--- src/rtl/mem_byte_seq.sv ---
// mem_byte_seq
// Load/store sequencer between execute and a byte-wide data BRAM. One
// decoded RV32I memory op is accepted per start pulse. It is broken into
// 1, 2 or 4 single-byte BRAM accesses at consecutive addresses. For loads
// the bytes are assembled little-endian and then sign- or zero-extended.
// The op finishes with a one-cycle done pulse.
//
// Ports:
//   clk, rst        clock, synchronous active-high reset
//   start           request pulse, only looked at while idle
//   op_mode1        00 load, 01 store, 1x illegal
//   op_mode2        funct3 (LB/LH/LW/LBU/LHU, SB/SH/SW)
//   op1, imm_data   base and offset; byte address = (op1+imm_data) mod 2^ADDR_W
//   op2             store data
//   busy            op in flight, from the cycle after acceptance through done
//   done, err       completion pulse; err flags an illegal or trapped op
//   res             load result, held until the next accepted start
//   ram_addr, ram_din, ram_en, ram_we   BRAM request side
//   ram_dout        BRAM read byte, one cycle after a read enable
//
// Optional feature:
//   MEM_MISALIGN_TRAP_EN  when defined, misaligned halfword/word accesses
//                         finish immediately with err=1 instead of being
//                         issued bytewise.

module mem_byte_seq #(
  parameter int ADDR_W = 10,
  parameter int BYTE_W = 8
) (
  input  logic              clk,
  input  logic              rst,
  input  logic              start,
  input  logic [1:0]        op_mode1,
  input  logic [2:0]        op_mode2,
  input  logic [31:0]       op1,
  input  logic [31:0]       op2,
  input  logic [31:0]       imm_data,
  output logic              busy,
  output logic              done,
  output logic              err,
  output logic [31:0]       res,
  output logic [ADDR_W-1:0] ram_addr,
  output logic [BYTE_W-1:0] ram_din,
  output logic              ram_en,
  output logic              ram_we,
  input  logic [BYTE_W-1:0] ram_dout
);

  typedef enum logic [1:0] {IDLE, ISSUE, DRAIN, FIN} state_t;

  state_t state, state_nxt;

  // Decode of the request presented with start
  logic [ADDR_W-1:0] ea;
  logic [1:0]        n_last_in;
  logic              legal_in;
  logic              misal_in;
  logic              go_issue;
  logic              accept;

  // Latched operation
  logic                    is_store_q;
  logic [2:0]              funct3_q;
  logic                    err_q;
  logic [1:0]              k_q;
  logic [1:0]              last_q;
  logic [3:0][BYTE_W-1:0]  store_q;

  // Load assembly
  logic [3:0][BYTE_W-1:0]  data_q;
  logic                    cap_vld_q;
  logic [1:0]              cap_idx_q;
  logic [3:0][BYTE_W-1:0]  full;
  logic [31:0]             ext;
  logic [31:0]             res_q;

  // Request decode: effective address, byte count and legality. The byte
  // count comes from funct3[1:0] alone; the 11 encoding is illegal anyway.
  always_comb begin
    ea        = ADDR_W'(op1 + imm_data);
    n_last_in = 2'd3;
    case (op_mode2[1:0])
      2'b00:   n_last_in = 2'd0;
      2'b01:   n_last_in = 2'd1;
      default: n_last_in = 2'd3;
    endcase
    legal_in = 1'b0;
    case (op_mode1)
      2'b00:   legal_in = (op_mode2[1:0] != 2'b11) && !(op_mode2[2] && op_mode2[1]);
      2'b01:   legal_in = !op_mode2[2] && (op_mode2[1:0] != 2'b11);
      default: legal_in = 1'b0;
    endcase
    misal_in = 1'b0;
`ifdef MEM_MISALIGN_TRAP_EN
    misal_in = ((op_mode2[1:0] == 2'b01) && ea[0]) ||
               ((op_mode2[1:0] == 2'b10) && (ea[1:0] != 2'b00));
`endif
    go_issue = legal_in && !misal_in;
    accept   = (state == IDLE) && start;
  end

  // State register
  always_ff @(posedge clk) begin
    if (rst) state <= IDLE;
    else     state <= state_nxt;
  end

  // Next-state logic and the outputs that follow directly from the state.
  // Illegal or trapped requests skip straight to FIN so done comes one
  // cycle after acceptance without touching the BRAM.
  always_comb begin
    state_nxt = state;
    case (state)
      IDLE:    if (start) state_nxt = go_issue ? ISSUE : FIN;
      ISSUE:   if (k_q == last_q) state_nxt = is_store_q ? FIN : DRAIN;
      DRAIN:   state_nxt = FIN;
      FIN:     state_nxt = IDLE;
      default: state_nxt = IDLE;
    endcase
    busy   = (state != IDLE);
    done   = (state == FIN);
    err    = (state == FIN) && err_q;
    ram_en = (state == ISSUE);
    ram_we = (state == ISSUE) && is_store_q;
    res    = res_q;
  end

  // Load result assembly. The byte arriving this cycle is merged in so the
  // final byte (captured during DRAIN) is already part of the value that
  // gets registered into res.
  always_comb begin
    full = data_q;
    if (cap_vld_q) full[cap_idx_q] = ram_dout;
    case (funct3_q)
      3'b000:  ext = {{24{full[0][BYTE_W-1]}}, full[0]};
      3'b001:  ext = {{16{full[1][BYTE_W-1]}}, full[1], full[0]};
      3'b100:  ext = {24'd0, full[0]};
      3'b101:  ext = {16'd0, full[1], full[0]};
      default: ext = full;
    endcase
  end

  // Datapath: latch the op on acceptance, step address/data through the
  // ISSUE cycles, and capture read bytes one cycle behind each read issue.
  // ram_addr/ram_din only move on acceptance of a legal op and between
  // bytes, so they hold their last value whenever the BRAM is idle.
  always_ff @(posedge clk) begin
    if (rst) begin
      is_store_q <= 1'b0;
      funct3_q   <= 3'd0;
      err_q      <= 1'b0;
      k_q        <= 2'd0;
      last_q     <= 2'd0;
      store_q    <= '0;
      data_q     <= '0;
      cap_vld_q  <= 1'b0;
      cap_idx_q  <= 2'd0;
      res_q      <= 32'd0;
      ram_addr   <= '0;
      ram_din    <= '0;
    end else begin
      cap_vld_q <= ram_en && !ram_we;
      cap_idx_q <= k_q;
      if (cap_vld_q) data_q[cap_idx_q] <= ram_dout;

      if (accept) begin
        is_store_q <= op_mode1[0];
        funct3_q   <= op_mode2;
        last_q     <= n_last_in;
        k_q        <= 2'd0;
        err_q      <= !go_issue;
        store_q    <= op2;
        data_q     <= '0;
        res_q      <= 32'd0;
        if (go_issue) begin
          ram_addr <= ea;
          if (op_mode1[0]) ram_din <= op2[BYTE_W-1:0];
        end
      end

      if ((state == ISSUE) && (k_q != last_q)) begin
        k_q      <= k_q + 2'd1;
        ram_addr <= ram_addr + ADDR_W'(1);
        if (is_store_q) ram_din <= store_q[k_q + 2'd1];
      end

      if (state == DRAIN) res_q <= ext;
    end
  end

endmodule
--- config.mk ---
export PLATFORM = sky130hd
export DESIGN_NAME = mem_byte_seq
export DESIGN_NICKNAME = d
export VERILOG_FILES = /design/src/rtl/mem_byte_seq.sv
export SDC_FILE = /design/constraint.sdc
export NUM_CORES = 1
export LEC_CHECK = 0
export BUFFER_PORTS_ARGS = -buffer_cell sky130_fd_sc_hd__buf_2
export CORE_ASPECT_RATIO = 0.9
export CORE_UTILIZATION = 35
export DETAILED_ROUTE_END_ITERATION = 8
export PLACE_DENSITY = 0.6
export SLEW_MARGIN = 20
export SYNTH_ARGS = -nofsm -noshare
export SYNTH_HDL_FRONTEND = slang
export SYNTH_SLANG_ARGS = --single-unit
--- constraint.sdc ---
create_clock -name clk -period 1.8 [get_ports clk]
set_input_delay 0.27 -clock clk [delete_from_list [all_inputs] [get_ports clk]]
set_output_delay 0.27 -clock clk [all_outputs]
set_load 0.02 [all_outputs]
== Yosys cells after proc, flatten, opt, wreduce, memory -nomap -nowiden ==
Index checks and enable logic that the tools add are counted.
Storage, ports and cells
  register bits after elaboration: 128
  input bits: 112
  output and inout bits: 55
  word-level logic and storage cells: 88
Operators by class
  $add $sub $neg: 3
  magnitude comparators: 3
  equality and inequality tests: 13
  mux-type cells: 26
  reduce and logical (&&, ||, !) cells: 24
Operators with widths (count)
  32-bit one-hot mux with 4 select lines: 1
  32-bit two-way mux: 3
  8-bit two-way mux: 7
  32-bit bitwise mux: 1
  10-bit two-way mux: 3
  8-bit binary-select mux with 2-bit select: 1
  8-bit demux with 2-bit select: 1
  10-bit by 1-bit adder with 10-bit output, second input constant: 1
  10-bit adder: 1
  2-bit two-way mux: 5
  1-bit logical AND: 9
  2-bit one-hot mux with 4 select lines: 1
  2-bit nonzero test: 4
  2-bit by 1-bit == test with 1-bit output, second input constant: 3
  3-bit == test, second input constant: 2
  2-bit logical NOT: 3
  2-bit by 3-bit less-than comparator with 1-bit output, second input constant: 2
  2-bit == test, second input constant: 2
  1-bit logical NOT: 4
  2-bit inequality test, second input constant: 2
  2-bit one-hot mux with 2 select lines: 1
  2-bit AND reduction: 2
  3-bit by 1-bit == test with 1-bit output, second input constant: 1
  3-bit logical NOT: 1
  8 further kinds: 8

== Logic depth before layout (Yosys ltp) ==
  word-level depth: 8
  mapped depth: 9
  gate-level depth less buffers: 8

== Worst setup path before layout ==
OpenSTA, ideal clock, no wires.
  kind: flip-flop to flip-flop
  start point: reg state[1]
  end point: reg ram_addr[7]
  library setup time: 62 ps
  arrival: 1893 ps
  data required time: 1738 ps
  setup slack: -155 ps
  stages on the path, launching flop included: 9
  buffers on the path: 1
  period minus slack after synthesis: 1955 ps
  cells stage by stage: dfxtp_1 > inv_1 > ha_1 > a21boi_2 > or2_2 > buf_2 > o211a_1 > or3_1 > nand3_1
On the way
  cells in the longest elaborated chain, start to end: 4
  elaborated cells between the ends (all ways): 8
  those cells by class: eq/ne: 1; mux: 1; reduce/logical: 6
Ends and longest elaborated chain
  start, declared: line 51  | state_t state, state_nxt;
  start signal, assigned: line 105  | else state <= state_nxt;
  2-bit by 1-bit == test with 1-bit output *
  named net ram_en: line 44  | output logic ram_en,
  1-bit logical AND *: line 181  | if ((state == ISSUE) && (k_q != last_q)) begin
  2-bit nonzero test (no line)
  2-bit AND reduction (no line)
  end signal, assigned: line 183  | ram_addr <= ram_addr + ADDR_W'(1);
  end, declared: line 42  | output logic [ADDR_W-1:0] ram_addr,
Mark *: on every way through the listed nets, which the timed path passes. The rest lies on a longest branch.
A chain may end at the register's enable or synchronous reset.

== Final worst setup path ==
  start point: reg state[0]
  end point: out ram_we
On the way
  cells in the longest elaborated chain, start to end: 2
Ends and longest elaborated chain
  2-bit by 1-bit == test with 1-bit output: line 124  | ram_we = (state == ISSUE) && is_store_q;
  1-bit logical AND: line 124
  end, declared: line 45  | output logic ram_we,
Every way passes these cells.

==> qor.yml <==
status:
  status: "finished, final reports clean"
clocking:
  clkSinkCount: 128
  clk_path_buf_depth: 2
  cts_root_buf: "clkbuf_16"
  clk_latency_ns: 0.41
  cts_made_buffers: 17
  cts_tree: "done"
  post_cts.repair.setup_buffers: 0
  clk_pin_slew_ns: 0.06
  htreeDepth: 4
  cts_hold_repair.buffers: 0
setup_path:
  path_buf_inv: 3
  path_delay_family: "buffers and inverters"
  worstSetupEndpointType: "output port"
  cp-start-kind: "flip-flop"
  path_max_fanout: 4
  crit_path_frequent_cell: "buf_4"
  path_cells: "buf_4, ha_4, buf_4, and2_4, buf_4"
  crit_type: "reg -> out"
  arrival_ns: 1.48
  required_ns: 1.53
  cpPeakStageDelay_ns: 0.32
  cp_slowest_cell: "dfxtp_2"
layout:
  syn_to_final_growth_pct: 31.7
  final_nets: 915
  drive_above_1_share: 0.280
  multiInputGateArea_um2: 2870
  antennaDiodeCount: 0
  nFillCells: 1528
  register_area_um2: 2570
place:
  place.port_buffers: 122
  gp_congestion: 0.763
  dpl.hpwl_um: 9740
power:
  leakage_nw: 3.18
  seqPwrFrac: 0.356
  comb_power_share: 0.255
  ir_worst_vdd_mv: 0.672
  switchingPower_mw: 2.96
  swShare: 0.312
  pwr-share-clk: 0.388
  internal_power_mw: 6.54
  p_total_mw: 9.50
  p_per_area_nw_per_um2: 1300
sta:
  slew_headroom: 0.567
  setup_violations: 0
  finalMaxSlewViolations: 0
  period_minus_slack_ns: 1.75
  worst_slew_pin_slew_ns: 0.649
  rsz0062_at_grt: "false"
  hold_viol_final: 0
  max_freq_mhz: 573
  finalCritPeriodShare: 0.970
  tns_ns: 0
  fin_worst_skew_ns: 0.0145
synthesis:
  syn_area_um2: 5550
  synth_ff_type: "dfxtp_1"
  synth.distinct_cells: 50
  synth_nets: 773
  syn_inst: 645
  synth.avg_cell_area_um2: 8.61
  synth_edf_count: 0
  async_reset_ff_frac: 0
  yosys_warnings: 0
  seq_area_frac_synth: 0.461
  ys_ff_latch: 128
global_route:
  grt_pass1_vias: 4591
  gr-total-overflow: 0
  grt_max_degree: 55
  grtUsageTotal: 0.180
  antenna_found_initial: 0
  grt_pass1_wl_um: 23100
  use_met1: 0.242
  grt_most_used_layer: "met2"
  groute.layer.met3.usage: 0.0430
  use_met2: 0.282
route:
  routed_via_density: 4.91
  drt_first_pass_iters: 4
  finalWirelength_um: 14000
  route.detailed.drc: 0
  vias: 4916
  wl_per_cell_um: 14.0
  dr.first_iter.drc_count: 276
  ant_nets: 0
run:
  maxCapViolations: 0
die:
  dieWidth_um: 135
  ios: 167
  num_rows: 43
  die_h_um: 122
  core-area_um2: 15400
  die_area_um2: 16400
  initial_core_util: 0.360
hold_path:
  hold_path.class: "in -> reg"
-- worst paths after layout --
check / end / startpoint / slack (ns) / depth (start not counted)
min reg2reg: store_q[11] / store_q[11] / 0.45 / 2
min: store_q[29] / op2[29] / 0.09 / 3
max reg2reg: ram_addr[7] / state[0] / 0.11 / 8
max: ram_we / state[0] / 0.05 / 5
-- power by group through the flow --
stage          logic (mW)  clock network (mW)  registers (mW)
5_1_grt              2.72                3.88            3.43
3_3_place_gp         2.37                   0            3.44
3_5_place_dp         2.38                   0            3.44
4_1_cts              2.41                3.75            3.38
6_report             2.43                3.69            3.39
2_1_floorplan        1.47                   0            3.57
-- cell usage after synthesis, types with 2 or more instances --
master	instances	area, µm²
xnor2_1	8	70.1
clkbuf_1	30	113
nand3_1	17	85.1
nand4_1	2	12.5
xor2_1	3	26.3
a311oi_1	8	70.1
a21o_1	4	30.0
mux2i_1	34	340
nor2_1	126	473
buf_1	4	15.0
nor3b_1	2	15.0
a21oi_1	59	295
and2_1	3	18.8
ha_1	15	188
o211ai_1	2	15.0
o21ai_0	7	35.0
a31oi_1	12	75.1
dfxtp_1	128	2560
mux2_2	2	22.5
and3_1	2	12.5
inv_1	5	18.8
or3_1	2	12.5
mux4_2	8	180
nor3_1	10	50.1
a211oi_1	21	158
buf_2	4	20.0
nand3b_1	3	22.5
or2_2	4	25.0
nor2b_1	4	25.0
nand2_1	94	353
a221oi_1	3	26.3
-- kinds of logic after synthesis --
group	share of synthesized area
xor+xnor	0.0173
flops	0.461
compound gates	0.142
simple gates	0.210
fa+ha+maj	0.0374
buf+inv	0.0340
mux	0.0978
-- final cells by class --
cell class | count | area share
Sequential cell | 128 | 0.351
Multi-Input combinational cell | 471 | 0.392
Timing Repair Buffer | 163 | 0.132
Clock buffer | 21 | 0.0629
Clock inverter | 11 | 0.0245
Tap cell | 202 | 0.0345
Inverter | 6 | 0.00308
-- layer usage --
layer | routed length [µm] | vias up | share of wire
met5 | 0 | - | 0
met4 | 125 | 0 | 0.0089
met3 | 589 | 10 | 0.042
met2 | 6460 | 110 | 0.46
met1 | 6860 | 2288 | 0.49
li1 | - | 2508 | -
-- worst register-to-register path, delay by kind of cell (launching register included) --
kind,cells,cell delay (ns)
buffers and inverters,3,0.43
AOI/OAI and AO/OA,1,0.21
DFF,1,0.33
adders and majority gates,1,0.12
and+or+nand+nor,3,0.54
-- state kept, by name, indices dropped and copies added, names as in the netlist --
name        cells
data_q         32
res            32
store_q        32
ram_addr       10
ram_din         8
funct3_q        3
cap_idx_q       2
k_q             2
last_q          2
state           2
cap_vld_q       1
err_q           1
is_store_q      1
-- placed cells by master, fill, tap and decap left out, types with 12 or more instances in the layout --
cell type	netlist	layout
a211oi_1	21	21
a21oi_1	59	59
a31oi_1	12	12
buf_2	4	120
buf_4	1	38
clkbuf_16	0	17
dfxtp_1	128	125
ha_1	15	13
mux2i_1	34	34
nand2_1	94	92
nand3_1	17	17
nor2_1	126	125
-- metrics by stage --
step / cells / hold WS [ns] / instance area, µm² / setup slack, ns / util
after floorplan: 645 / 0.406 / 5590 / 0.00141 / -
after global placement: 970 / 0.426 / 6630 / -0.218 / 0.430
after detailed placement: 970 / 0.429 / 6630 / -0.199 / 0.430
after CTS: 1002 / 0.0812 / 7280 / 0.0294 / 0.472
after global routing: 1002 / 0.0917 / 7320 / 0.00673 / 0.474
final: 1002 / 0.0910 / 7320 / 0.0537 / 0.474
-- timing repair --
item | in CTS | in global routing
endpoints found under the setup margin | 25 | 59
resized for setup | 4 | 8
pin swaps | 0 | 2
Note: power is estimated with default switching activity, not from simulation.
